### config.mk
export PLATFORM = sky130hd
export DESIGN_NAME = gnr_node_lut
export DESIGN_NICKNAME = d
export VERILOG_FILES = /design/src/rtl/gnr_node_lut.sv
export SDC_FILE = /design/constraint.sdc
export NUM_CORES = 1
export LEC_CHECK = 0
export CAP_MARGIN = 20
export CORE_ASPECT_RATIO = 0.75
export CORE_MARGIN = 2
export CORE_UTILIZATION = 30
export CTS_BUF_LIST = sky130_fd_sc_hd__clkbuf_2 sky130_fd_sc_hd__clkbuf_4 sky130_fd_sc_hd__clkbuf_8
export CTS_CLUSTER_SIZE = 28
export DETAILED_ROUTE_END_ITERATION = 6
export GPL_TIMING_DRIVEN = 0
export PLACE_DENSITY_LB_ADDON = 0.3
export REMOVE_ABC_BUFFERS = 1
export SLEW_MARGIN = 10
export SYNTH_ARGS = -nofsm -noshare
export SYNTH_HDL_FRONTEND = slang
export SYNTH_SLANG_ARGS = --single-unit
export TNS_END_PERCENT = 10
### constraint.sdc
create_clock -name clk -period 5.05 [get_ports clk]
set_input_delay 1.515 -clock clk [delete_from_list [all_inputs] [get_ports clk]]
set_output_delay 1.515 -clock clk [all_outputs]
set_load 0.01 [all_outputs]
### src/rtl/gnr_node_lut.sv
// Generic Boolean-network gene node: loadable truth table driving NUM_CH independent state lanes.
// Latency: state/changed/flip_cnt are registered, valid 1 cycle after the start edge.
// No backpressure: start is a strobe; lanes with a pending countdown skip starts until it expires.
module gnr_node_lut #(
  parameter int NUM_IN = 4,
  parameter int NUM_CH = 2,
  parameter int DIV_W  = 4,
  parameter int CNT_W  = 16
) (
  input  logic                      clk,
  input  logic                      rst,
  input  logic                      reset_nos,
  input  logic [NUM_CH-1:0]         init_state,
  input  logic [NUM_CH-1:0]         start,
  input  logic [NUM_CH*NUM_IN-1:0]  in_bits,
  input  logic [NUM_CH*DIV_W-1:0]   div,
  input  logic                      cfg_we,
  input  logic [(2**NUM_IN)-1:0]    cfg_data,
  output logic [NUM_CH-1:0]         state,
  output logic [NUM_CH-1:0]         changed,
  output logic [NUM_CH*CNT_W-1:0]   flip_cnt
);

  localparam int TBL_W = 2**NUM_IN;

  logic [TBL_W-1:0]  lut_q;
  logic [NUM_CH-1:0] state_q;
  logic [NUM_CH-1:0] changed_q;
  logic [DIV_W-1:0]  phase_q [NUM_CH];
  logic [CNT_W-1:0]  cnt_q   [NUM_CH];
  logic [NUM_CH-1:0] nxt;

  // Per-lane truth-table lookup; reads the currently held table, so a same-cycle write is not seen.
  always_comb begin
    nxt = '0;
    for (int c = 0; c < NUM_CH; c++) begin
      nxt[c] = lut_q[in_bits[c*NUM_IN +: NUM_IN]];
    end
  end

  // Truth-table storage: only rst clears it, reset_nos keeps the loaded function.
  always_ff @(posedge clk) begin
    if (rst) begin
      lut_q <= '0;
    end else if (cfg_we) begin
      lut_q <= cfg_data;
    end
  end

  // Lane state, update divider countdown, change pulse and saturating flip counter.
  always_ff @(posedge clk) begin
    if (rst) begin
      state_q   <= '0;
      changed_q <= '0;
      for (int c = 0; c < NUM_CH; c++) begin
        phase_q[c] <= '0;
        cnt_q[c]   <= '0;
      end
    end else begin
      for (int c = 0; c < NUM_CH; c++) begin
        if (reset_nos) begin
          state_q[c]   <= init_state[c];
          phase_q[c]   <= '0;
          changed_q[c] <= 1'b0;
          cnt_q[c]     <= '0;
        end else if (start[c]) begin
          if (phase_q[c] == '0) begin
            // Countdown expired: take the table value and reload the period sampled now.
            state_q[c]   <= nxt[c];
            phase_q[c]   <= div[c*DIV_W +: DIV_W];
            changed_q[c] <= (nxt[c] != state_q[c]);
            if ((nxt[c] != state_q[c]) && (cnt_q[c] != {CNT_W{1'b1}})) begin
              cnt_q[c] <= cnt_q[c] + CNT_W'(1);
            end
          end else begin
            phase_q[c]   <= phase_q[c] - DIV_W'(1);
            changed_q[c] <= 1'b0;
          end
        end else begin
          changed_q[c] <= 1'b0;
        end
      end
    end
  end

  assign state   = state_q;
  assign changed = changed_q;

  for (genvar g = 0; g < NUM_CH; g++) begin : g_cnt
    assign flip_cnt[g*CNT_W +: CNT_W] = cnt_q[g];
  end

endmodule
==> impl_metrics.toml <==
[clock_network]
tritoncts = "done"
h-tree-depth = 3
cts.path.max_buffers = 2
cts_setup_buffers = 0
ctsResizeCount = 0
cts_num_sinks = 60
numCtsBuffers = 9
clock_latency_ps = 340
cts_root_buf = "clkbuf_8"
cts.clk_slew.worst_paths_ps = 60
ctsHoldBuffers = 0

[power_and_ir_drop]
p_per_area_nw_per_um2 = 278.7
leakagePower_nw = 1.497
peakVddDrop_mv = 0.1198
total_power_w = 0.001199

[detailed_routing]
drtIter0Drc = 153
wl_mm = 7.095
drcViolationCount = 0
ant_nets = 0
vias_per_cell = 4.698
num_vias = 2429
drt-wirelength-per-cell_um = 13.72
dr.pass1.iters = 4

[critical_path]
crit_family = "simple AND/OR/NAND/NOR gates"
path_buf_inv = 1
crit_required_ps = 5020
worst-setup-path-type = "in -> reg"
slowest_delay_ps = 810
crit_fanout = 22
worstPathCellList = "clkdlybuf4s50_1 -> or3b_4 -> or2_2 -> a31oi_1 -> o21ai_4 -> nand2_1"
worstPathArrival_ps = 4330
crit_slowest_cell = "clkdlybuf4s50_1"
end_kind = "register"
start_kind = "input pin"

[yosys]
avgSynthCellArea_um2 = 10.78
synth-warning-count = 0
synthCells = 299
ys_types = 41
syn_area_um2 = 3223
synth_edf_count = 40
ys.flop_type = "edfxtp_1"
ys_async_sr_fraction_pct = 0
ys_ff_latch = 60
yosysSeqAreaShare_pct = 49.69

[floorplan]
die_h_um = 93.77
rows = 32
core_um2 = 10370
start_util_pct = 31.08
die_w_um = 123.7
io_pins = 76
dieArea_um2 = 11600

[place]
io_buffers = 75
dpl.hpwl_mm = 5.325
gp_congestion = 0.8060

[layout]
drive_gt1_share_pct = 11.02
syn_to_final_growth_pct = 33.50
n_antenna_cell = 0
seqCellArea_um2 = 1602
final_net_count = 420
fill_cells = 1024
multi_input_area_um2 = 1538

[sta]
post-route-period-util_pct = 86.36
skew_ps = 15.77
report.final.slew_viol_count = 0
slew_headroom_pct = 38.44
finalHoldViolations = 0
fmax_ghz = 0.2293
setup-violations-final = 0
rsz0062_at_grt = "no"
period_needed_ps = 4361
fin_tns_setup_ps = 0
max_slew.worst_pin.slew_ps = 920.5

[grt]
grt_pass1_wl_mm = 11.62
top_usage_layer = "met1"
grt_max_degree = 23
grt_pass1_vias = 2312
track_usage_pct = 13.13
antenna_found_initial = 0
use_met3_pct = 5.158
grtUsageMet1_pct = 18.89
use_met2_pct = 17.45
grt_overflow = 0

[status]
outcome = "finished clean"

[worst_hold_path]
min_path_type = "reg -> reg"

[run]
max_cap_viol_count = 0
## state kept, by name (all words and copies together), names as in the netlist
register and count:
lut_q 16, cnt_q 32, phase_q 8, changed 2
state 2
## cells in the mapped netlist (all sizes together) (6+ instances only)
cell type  instances  area share [%]
clkbuf             6            0.70
nor2b              6             1.2
o21ai              6             1.3
nand2             18             2.1
mux4               8             5.9
xor2              11             3.0
nor3               8             1.4
dfxtp             20              12
xnor2             19             5.2
mux2i             16             5.0
nor2              68             9.1
edfxtp            40              37
inv                9             1.0
nand3             16             2.5
## cell families after synthesis
group                    after synthesis  share of synthesized area (%)
buffers and inverters                 18                          2.601
AO/OA/AOI/OAI                         23                          5.745
multiplexers                          24                          10.91
XOR/XNOR                              30                          8.152
adder cells (fa/ha/maj)                4                          1.553
AND/OR/NAND/NOR                      140                          21.35
flip-flops                            60                          49.69
## worst paths after layout
path                 start           end  slack, ps  cells after the start
max                    rst  cnt_q[1][11]        690                      6
max reg2reg  phase_q[1][0]  cnt_q[1][11]       2060                      7
min              lut_q[11]     lut_q[11]        520                      2
min reg2reg      lut_q[11]     lut_q[11]        520                      2
## worst reg2reg max path: cells and delay by family (launching register included)
kind	cells	cell delay [ps]
AOI/OAI and AO/OA	2	500
adders and majority gates	1	220
buffers and inverters	1	90
DFF	1	440
and+or+nand+nor	3	1370
## power by group
part	switching, W	internal, W	total, W
clock network	0.000182	0.000271	0.000453
registers	0.0000280	0.000552	0.000580
logic	0.0000711	0.0000947	0.000166
total	0.000281	0.000918	0.00120
## routing by layer
| metal | vias up | part of all wire (%) |
|---|---|---|
| met3 | 11 | 7.2 |
| met2 | 72 | 41 |
| met5 | - | 0 |
| met1 | 1122 | 50 |
| li1 | 1224 | - |
| met4 | 0 | 1.7 |
## through the flow
step,setup WS [ps],hold WS [ps],util [%],instances,instance area [um^2]
final,688.8,517.4,41.49,517,4303
after detailed placement,269.1,509.5,39.48,501,4094
after CTS,639.4,530.5,41.49,517,4303
after global placement,282.5,483.5,39.48,501,4094
after floorplan,1431,469.1,-,290,3173
after global routing,420.3,547.0,41.49,517,4303
## placed cells by master (no fill, tap or decap), drive strengths merged, types with 8 or more instances in the layout
master          n
xor2           11
nand2          18
xnor2          19
mux2i          16
mux4            8
nor3            8
nand3          16
clkdlybuf4s50  75
nor2           68
inv             9
edfxtp         40
clkbuf         14
dfxtp          20
## final cells by class
| type | count | area share (%) |
|---|---|---|
| sequential | 60 | 37.22 |
| multi-input combinational | 221 | 35.74 |
| timing repair buffer | 75 | 17.45 |
| clock buffer | 14 | 4.042 |
| tap | 136 | 3.955 |
| clock inverter | 2 | 0.8142 |
| inverter | 9 | 0.7851 |
(Power assumes the default switching activity.)
